$ cat src/rtl/global_buffer_pkg.sv
// global_buffer_pkg: shared GLB constants and kick scheduler types.
package global_buffer_pkg;
    localparam int NUM_GLB_TILES = 16;
    typedef enum logic {KICK_STRM = 1'b0, KICK_PC = 1'b1} kick_type_e;
    typedef enum logic [1:0] {ST_IDLE = 2'd0, ST_ISSUE = 2'd1, ST_GAP = 2'd2, ST_WAIT = 2'd3} kick_state_e;
endpackage

$ cat src/rtl/glb_kick_scheduler_if.sv
// glb_kick_scheduler_if: host kick handshake plus per-tile start/interrupt lines.
interface glb_kick_scheduler_if #(
    parameter int NUM_GLB_TILES = global_buffer_pkg::NUM_GLB_TILES,
    parameter int GAP_WIDTH     = 4,
    parameter int TIMEOUT_WIDTH = 16
);
    logic                     kick_valid;
    logic                     kick_ready;
    logic [NUM_GLB_TILES-1:0] kick_mask;
    logic                     kick_type;
    logic [GAP_WIDTH-1:0]     cfg_gap;
    logic [1:0]               cfg_strm_done_sel;
    logic [TIMEOUT_WIDTH-1:0] cfg_timeout;
    logic                     abort;
    logic [NUM_GLB_TILES-1:0] strm_start_pulse;
    logic [NUM_GLB_TILES-1:0] pc_start_pulse;
    logic [NUM_GLB_TILES-1:0] strm_g2f_interrupt_pulse;
    logic [NUM_GLB_TILES-1:0] strm_f2g_interrupt_pulse;
    logic [NUM_GLB_TILES-1:0] pcfg_g2f_interrupt_pulse;
    logic [NUM_GLB_TILES-1:0] pending_mask;
    logic                     busy;
    logic                     done_pulse;
    logic                     timeout_pulse;
    logic                     spurious_err;

    modport slave (
        input  kick_valid, kick_mask, kick_type, cfg_gap, cfg_strm_done_sel, cfg_timeout, abort,
               strm_g2f_interrupt_pulse, strm_f2g_interrupt_pulse, pcfg_g2f_interrupt_pulse,
        output kick_ready, strm_start_pulse, pc_start_pulse, pending_mask, busy, done_pulse,
               timeout_pulse, spurious_err
    );

    modport master (
        output kick_valid, kick_mask, kick_type, cfg_gap, cfg_strm_done_sel, cfg_timeout, abort,
               strm_g2f_interrupt_pulse, strm_f2g_interrupt_pulse, pcfg_g2f_interrupt_pulse,
        input  kick_ready, strm_start_pulse, pc_start_pulse, pending_mask, busy, done_pulse,
               timeout_pulse, spurious_err
    );
endinterface

$ cat src/rtl/glb_kick_prio_enc.sv
// glb_kick_prio_enc: lowest-set-bit priority encoder with one-hot output.
module glb_kick_prio_enc #(
    parameter int WIDTH = 16
) (
    input  logic [WIDTH-1:0] req,
    output logic [WIDTH-1:0] onehot,
    output logic             valid
);
    assign onehot = req & (~req + 1'b1);
    assign valid  = |req;
endmodule

$ cat src/rtl/glb_kick_scheduler.sv
// glb_kick_scheduler: staggers per-tile start pulses for a kick and aggregates
// the tiles' completion interrupts into one done or timeout pulse.
module glb_kick_scheduler #(
    parameter int NUM_GLB_TILES = global_buffer_pkg::NUM_GLB_TILES,
    parameter int GAP_WIDTH     = 4,
    parameter int TIMEOUT_WIDTH = 16
) (
    input logic clk,
    input logic reset_n,
    glb_kick_scheduler_if.slave bus
);
    import global_buffer_pkg::*;

    localparam int N = NUM_GLB_TILES;
    localparam logic [1:0] IDLE  = 2'(ST_IDLE);
    localparam logic [1:0] ISSUE = 2'(ST_ISSUE);
    localparam logic [1:0] GAP   = 2'(ST_GAP);
    localparam logic [1:0] WAIT  = 2'(ST_WAIT);

    logic [1:0]               state, state_nx, sel;
    kick_type_e               ktype;
    logic [N-1:0]             issue_mask, pending, seen_g2f, seen_f2g;
    logic [N-1:0]             pick, issue, ng, nf, complete, pend_nx, irq_any;
    logic [GAP_WIDTH-1:0]     gap_cnt;
    logic [TIMEOUT_WIDTH-1:0] to_cnt, to_nx;
    logic                     pick_valid, active, accept, timeout_hit;

    glb_kick_prio_enc #(.WIDTH(N)) u_enc (.req(issue_mask), .onehot(pick), .valid(pick_valid));

    assign bus.kick_ready   = state == IDLE;
    assign bus.pending_mask = pending;
    assign active  = state != IDLE;
    assign accept  = state == IDLE && bus.kick_valid && !bus.abort;
    assign issue   = state == ISSUE && pick_valid && !bus.abort ? pick : '0;
    assign irq_any = bus.strm_g2f_interrupt_pulse | bus.strm_f2g_interrupt_pulse | bus.pcfg_g2f_interrupt_pulse;
    // Only irqs from tiles pending before this cycle count; same-cycle starts do not.
    assign ng = seen_g2f | (bus.strm_g2f_interrupt_pulse & pending);
    assign nf = seen_f2g | (bus.strm_f2g_interrupt_pulse & pending);
    assign complete = !active ? '0
                    : ktype == KICK_PC ? pending & bus.pcfg_g2f_interrupt_pulse
                    : pending & (sel[0] ? ng : '1) & (sel[1] ? nf : '1);
    assign pend_nx = (pending & ~complete) | issue;
    assign to_nx = |complete ? '0 : &to_cnt ? to_cnt : to_cnt + 1'b1;
    assign timeout_hit = bus.cfg_timeout != '0 && to_nx == bus.cfg_timeout;

    always_comb begin
        state_nx = state;
        if (bus.abort) state_nx = IDLE;
        else if (state == IDLE) state_nx = !bus.kick_valid ? IDLE : bus.kick_mask == '0 ? WAIT : ISSUE;
        else if (state == ISSUE) state_nx = (issue_mask & ~pick) == '0 ? WAIT : bus.cfg_gap == '0 ? ISSUE : GAP;
        else if (state == GAP) state_nx = gap_cnt == GAP_WIDTH'(1) ? ISSUE : GAP;
        else state_nx = pend_nx == '0 || timeout_hit ? IDLE : WAIT;
    end

    always_ff @(posedge clk or negedge reset_n) begin
        if (!reset_n) begin
            state                <= IDLE;
            ktype                <= KICK_STRM;
            sel                  <= '0;
            issue_mask           <= '0;
            pending              <= '0;
            seen_g2f             <= '0;
            seen_f2g             <= '0;
            gap_cnt              <= '0;
            to_cnt               <= '0;
            bus.strm_start_pulse <= '0;
            bus.pc_start_pulse   <= '0;
            bus.busy             <= 1'b0;
            bus.done_pulse       <= 1'b0;
            bus.timeout_pulse    <= 1'b0;
            bus.spurious_err     <= 1'b0;
        end else begin
            state                <= state_nx;
            bus.busy             <= state_nx != IDLE;
            bus.strm_start_pulse <= ktype == KICK_STRM ? issue : '0;
            bus.pc_start_pulse   <= ktype == KICK_PC ? issue : '0;
            bus.done_pulse       <= !bus.abort && state == WAIT && pend_nx == '0;
            bus.timeout_pulse    <= !bus.abort && state == WAIT && pend_nx != '0 && timeout_hit;
            bus.spurious_err     <= (bus.spurious_err && !accept) || |(irq_any & ~pending);
            if (bus.abort) begin
                issue_mask <= '0;
                pending    <= '0;
                seen_g2f   <= '0;
                seen_f2g   <= '0;
            end else if (accept) begin
                ktype      <= kick_type_e'(bus.kick_type);
                sel        <= !bus.kick_type && bus.cfg_strm_done_sel == 2'b00 ? 2'b01 : bus.cfg_strm_done_sel;
                issue_mask <= bus.kick_mask;
                pending    <= '0;
                seen_g2f   <= '0;
                seen_f2g   <= '0;
                to_cnt     <= '0;
            end else if (active) begin
                issue_mask <= issue_mask & ~issue;
                pending    <= pend_nx;
                seen_g2f   <= ng & ~complete;
                seen_f2g   <= nf & ~complete;
                gap_cnt    <= state == ISSUE ? bus.cfg_gap : state == GAP ? gap_cnt - 1'b1 : gap_cnt;
                to_cnt     <= state == WAIT ? to_nx : |complete ? '0 : to_cnt;
            end
        end
    end
endmodule

$ cat src/flat_wrapper.sv
// flat-port wrapper written by rule: the top's interface ports become plain ports
module glb_kick_scheduler_flat import global_buffer_pkg::*;
#(
    parameter int NUM_GLB_TILES = global_buffer_pkg::NUM_GLB_TILES,
    parameter int GAP_WIDTH     = 4,
    parameter int TIMEOUT_WIDTH = 16
)
  (clk, reset_n, bus_kick_valid, bus_kick_mask, bus_kick_type, bus_cfg_gap, bus_cfg_strm_done_sel, bus_cfg_timeout, bus_abort, bus_strm_g2f_interrupt_pulse, bus_strm_f2g_interrupt_pulse, bus_pcfg_g2f_interrupt_pulse, bus_kick_ready, bus_strm_start_pulse, bus_pc_start_pulse, bus_pending_mask, bus_busy, bus_done_pulse, bus_timeout_pulse, bus_spurious_err);
  glb_kick_scheduler_if #(.NUM_GLB_TILES(NUM_GLB_TILES), .GAP_WIDTH(GAP_WIDTH), .TIMEOUT_WIDTH(TIMEOUT_WIDTH)) bus_i ();
  input logic clk;
  input logic reset_n;
  input wire logic [$bits(bus_i.kick_valid)-1:0] bus_kick_valid;
  input wire logic [$bits(bus_i.kick_mask)-1:0] bus_kick_mask;
  input wire logic [$bits(bus_i.kick_type)-1:0] bus_kick_type;
  input wire logic [$bits(bus_i.cfg_gap)-1:0] bus_cfg_gap;
  input wire logic [$bits(bus_i.cfg_strm_done_sel)-1:0] bus_cfg_strm_done_sel;
  input wire logic [$bits(bus_i.cfg_timeout)-1:0] bus_cfg_timeout;
  input wire logic [$bits(bus_i.abort)-1:0] bus_abort;
  input wire logic [$bits(bus_i.strm_g2f_interrupt_pulse)-1:0] bus_strm_g2f_interrupt_pulse;
  input wire logic [$bits(bus_i.strm_f2g_interrupt_pulse)-1:0] bus_strm_f2g_interrupt_pulse;
  input wire logic [$bits(bus_i.pcfg_g2f_interrupt_pulse)-1:0] bus_pcfg_g2f_interrupt_pulse;
  output wire logic [$bits(bus_i.kick_ready)-1:0] bus_kick_ready;
  output wire logic [$bits(bus_i.strm_start_pulse)-1:0] bus_strm_start_pulse;
  output wire logic [$bits(bus_i.pc_start_pulse)-1:0] bus_pc_start_pulse;
  output wire logic [$bits(bus_i.pending_mask)-1:0] bus_pending_mask;
  output wire logic [$bits(bus_i.busy)-1:0] bus_busy;
  output wire logic [$bits(bus_i.done_pulse)-1:0] bus_done_pulse;
  output wire logic [$bits(bus_i.timeout_pulse)-1:0] bus_timeout_pulse;
  output wire logic [$bits(bus_i.spurious_err)-1:0] bus_spurious_err;
  assign bus_i.kick_valid = bus_kick_valid;
  assign bus_i.kick_mask = bus_kick_mask;
  assign bus_i.kick_type = bus_kick_type;
  assign bus_i.cfg_gap = bus_cfg_gap;
  assign bus_i.cfg_strm_done_sel = bus_cfg_strm_done_sel;
  assign bus_i.cfg_timeout = bus_cfg_timeout;
  assign bus_i.abort = bus_abort;
  assign bus_i.strm_g2f_interrupt_pulse = bus_strm_g2f_interrupt_pulse;
  assign bus_i.strm_f2g_interrupt_pulse = bus_strm_f2g_interrupt_pulse;
  assign bus_i.pcfg_g2f_interrupt_pulse = bus_pcfg_g2f_interrupt_pulse;
  assign bus_kick_ready = bus_i.kick_ready;
  assign bus_strm_start_pulse = bus_i.strm_start_pulse;
  assign bus_pc_start_pulse = bus_i.pc_start_pulse;
  assign bus_pending_mask = bus_i.pending_mask;
  assign bus_busy = bus_i.busy;
  assign bus_done_pulse = bus_i.done_pulse;
  assign bus_timeout_pulse = bus_i.timeout_pulse;
  assign bus_spurious_err = bus_i.spurious_err;
  glb_kick_scheduler #(.NUM_GLB_TILES(NUM_GLB_TILES), .GAP_WIDTH(GAP_WIDTH), .TIMEOUT_WIDTH(TIMEOUT_WIDTH)) u_core (.clk(clk), .reset_n(reset_n), .bus(bus_i));
endmodule
$ cat config.mk
export PLATFORM = sky130hd
export DESIGN_NAME = glb_kick_scheduler_flat
export DESIGN_NICKNAME = d
export VERILOG_FILES = /design/src/rtl/global_buffer_pkg.sv /design/src/rtl/glb_kick_scheduler_if.sv /design/src/rtl/glb_kick_prio_enc.sv /design/src/rtl/glb_kick_scheduler.sv /design/src/flat_wrapper.sv
export SDC_FILE = /design/constraint.sdc
export NUM_CORES = 1
export LEC_CHECK = 0
export ABC_AREA = 1
export CAP_MARGIN = 10
export CORE_UTILIZATION = 58
export CTS_BUF_LIST = sky130_fd_sc_hd__clkbuf_8
export CTS_CLUSTER_DIAMETER = 40
export DETAILED_ROUTE_END_ITERATION = 8
export GPL_ROUTABILITY_DRIVEN = 0
export PLACE_DENSITY = 0.95
export RECOVER_POWER = 100
export SYNTH_ARGS = -nofsm -noshare
export SYNTH_HDL_FRONTEND = slang
export SYNTH_SLANG_ARGS = --single-unit
export TNS_END_PERCENT = 10
$ cat constraint.sdc
create_clock -name clk -period 8.2 [get_ports clk]
set_clock_uncertainty 0.05 [all_clocks]
set_input_delay 1.23 -clock clk [delete_from_list [all_inputs] [get_ports clk]]
set_output_delay 1.23 -clock clk [all_outputs]
set_load 0.02 [all_outputs]
==> results.cfg <==
[yosys]
synthAdderAreaFrac_pct = 1.198
ys_seq_area_share_pct = 42.79
syn_avg_cell_area_um2 = 7.230
synth_edf_count = 0
netlist_area_um2 = 7310
syn_inst = 1011
yosysTopAreaCell = dfrtp_1
synth_nets = 1109
netlist_top_cells_count = nand2_1, inv_1, dfrtp_1
synth.area.top_cells = dfrtp_1, nand2_1, nand3_1
synth_most_common_cell = nand2_1
synthXorXnorAreaFrac_pct = 0.9586
synth-seq-cells = 125
ys_warn_count = 0
ys_types = 43
synth-main-ff-cell = dfrtp_1
muxShareOfSynthArea_pct = 0
synthSimpleGateAreaFrac_pct = 33.94
synth_top_family_by_area = simple AND/OR/NAND/NOR gates
synth-compound-area-share_pct = 11.45
synth-async-reset-ratio_pct = 100.0
yosys.area.top_type_share_pct = 42.79

[pwr]
power_mw = 1.607
power_switching_share_pct = 32.86
intPower_mw = 1.079
seqPwrFrac_pct = 43.0
ir_worst_vdd_mv = 0.1172
combPwrFrac_pct = 21.9
power.density_nw_per_um2 = 175.1
p_sw_uw = 527.9
p_leak_nw = 4.384
clockPowerShare_pct = 35.1

[drt]
drt_iter0_markers = 1001
wl_per_cell_um = 16.68
vias = 8043
finalWirelength_mm = 22.10
ant_nets = 0
drcViolationCount = 0
vias_per_cell = 6.070
drtPass1Iterations = 6

[timing]
rsz0062_at_grt = false
setup_viol = 0
max_freq_ghz = 0.1785
tns_ps = 0
period_minus_slack_ps = 5603
hold_slack_ps = 502.8
final_hold_viol_count = 0
relSlewSlack_pct = -93.11
finalCritPeriodShare_pct = 68.33
layout_setup_ws_ps = 2597
worst_pin_slew_ps = 2897
slew_viol_final = 133

[setup_path]
worstPathArrival_ps = 5830
crit_chain = dlygate4sd3_1, nor2_2, clkbuf_1, inv_1, o211ai_1, clkbuf_1, o22ai_1
critPathRequiredTime_ps = 8430
crit_path_frequent_cell = clkbuf_1
critPathCaptureType = flop
critPathMaxStageDelay_ps = 1670
criticalPathCategory = input port to flop
cp_top_family = buffers and inverters
critPathBufInv = 4
startpoint_type = input port
slowest_stage = clkbuf_1
r2r_slack_ps = 3210
crit_path_max_fanout = 49

[floorplanning]
die_x_um = 114.3
ios = 144
start_util_pct = 60.10
row_count = 40
dieArea_um2 = 13060
core_um2 = 12160
die_y_um = 114.3

[final_layout]
stdcell_count = 1325
drive_above_1_share_pct = 4.062
syn_to_final_growth_pct = 25.50
multi_input_area_um2 = 3461
fillers = 867
seq_area_um2 = 3128
design_area_um2 = 9174
n_antenna_cell = 0
final_util_pct = 75.43
num-nets-final = 1242

[min_path]
hold_path.class = flop to flop

[clocking]
cts_resized = 0
htreeDepth = 4
cts-buffers-inserted = 17
clk_pin_slew_worst_paths_ps = 70
numClockSinks = 125
cts_hold_buffers = 0
cts_setup_buffers = 0
clockRootBuffer = clkbuf_8
cts_tree = done
clk_latency_ps = 450
clk_path_buf_depth = 2

[grt]
grt_pass1_wl_mm = 35.97
grt.total_usage_pct = 35.40
grt_overflow_total = 0
grt_pass1_vias = 7672
antenna_found_initial = 0
grt_max_degree = 75

[placement]
postPlaceCellArea_um2 = 8796
io_buffers = 143
dp_cells = 1293
dp_slack_ps = 3505
place_hpwl_mm = 15.85

[outcome]
status = complete, but fails checks
violations = max-capacitance violations, max-slew violations

[run]
maxCapViolations = 3
==> path summary, 6_finish.rpt <==
path,from,endpoint,cells after the start
min in group asynchronous,reset_n,u_core.seen_g2f[6]$_DFFE_PN0P_,1
min reg2reg,u_core.seen_g2f[0]$_DFFE_PN0P_,u_core.seen_g2f[0]$_DFFE_PN0P_,2
max,bus_abort,u_core.to_cnt[8]$_DFFE_PN0P_,7
min,u_core.seen_g2f[0]$_DFFE_PN0P_,u_core.seen_g2f[0]$_DFFE_PN0P_,2
max reg2reg,u_core.state[0]$_DFF_PN0_,u_core.to_cnt[8]$_DFFE_PN0P_,9
max in group asynchronous,reset_n,u_core.bus.strm_start_pulse[12]$_DFF_PN0_,2
==> power groups by stage <==
stage          Sequential [mW]  Combinational [mW]  Clock, mW
2_1_floorplan            0.674               0.244          0
3_3_place_gp             0.699               0.332          0
3_5_place_dp             0.700               0.345          0
4_1_cts                  0.689               0.348      0.564
5_1_grt                  0.693               0.385      0.594
6_report                 0.691               0.352      0.564
==> routing by layer <==
layer  global-route usage [%]  vias up  routed length [um]
met2                    57.37      589               10510
met5                        0        -                   0
met1                    44.84     3718                8257
met4                    19.39        0                 991
met3                    6.829      114                2340
li1                         -     3622                   -
==> cell usage in the layout, fill, tap and decap left out, types with 4 or more instances in the layout <==
cell             instances
a21oi_1                 18
clkbuf_1                 4
clkbuf_8                19
clkdlybuf4s50_1         88
clkinv_2                 4
dfrtp_1                125
dlygate4sd3_1           54
ha_1                     7
inv_1                  134
nand2_1                255
nand2_2                  5
nand3_1                117
nand3b_1                 7
nand4_1                 16
nor2_1                 101
nor2_2                   4
nor3_1                  40
nor4_1                  11
o211ai_1                14
o21ai_0                 53
o22ai_1                 36
xor2_1                   8
==> worst reg2reg max path, stage by stage (launching register included) <==
cell and delay, ps:
dfrtp_1 390, inv_1 80, ha_1 210, buf_4 240, nor2_2 110, clkbuf_1 1670, inv_1 850, o211ai_1 390
clkbuf_1 680, o22ai_1 170
==> logic make-up after synthesis <==
logic type      after synthesis
xor+xnor                      8
fa+ha+maj                     7
compound gates              139
simple gates                563
buf+inv                     169
flops                       125
==> registers in the layout, indices dropped and copies added (netlist names) <==
| signal | flops |
|---|---|
| u_core.bus.strm_start_pulse | 16 |
| u_core.bus.pending_mask | 16 |
| u_core.ktype | 1 |
| u_core.state | 2 |
| u_core.to_cnt | 16 |
| u_core.bus.pc_start_pulse | 16 |
| u_core.seen_g2f | 16 |
| u_core.seen_f2g | 16 |
| u_core.bus.spurious_err | 1 |
| u_core.bus.busy | 1 |
| u_core.bus.done_pulse | 1 |
| u_core.issue_mask | 16 |
| u_core.bus.timeout_pulse | 1 |
| u_core.sel | 2 |
| u_core.gap_cnt | 4 |
==> final cells by class <==
| type | count | share of cell area (%) |
|---|---|---|
| clock buffer | 19 | 2.851 |
| clock inverter | 13 | 1.623 |
| inverter | 134 | 5.510 |
| multi-input combinational | 717 | 37.73 |
| sequential | 125 | 34.10 |
| tap | 168 | 2.291 |
| timing repair buffer | 149 | 15.90 |
No activity file was read; power rests on OpenSTA's default activity.
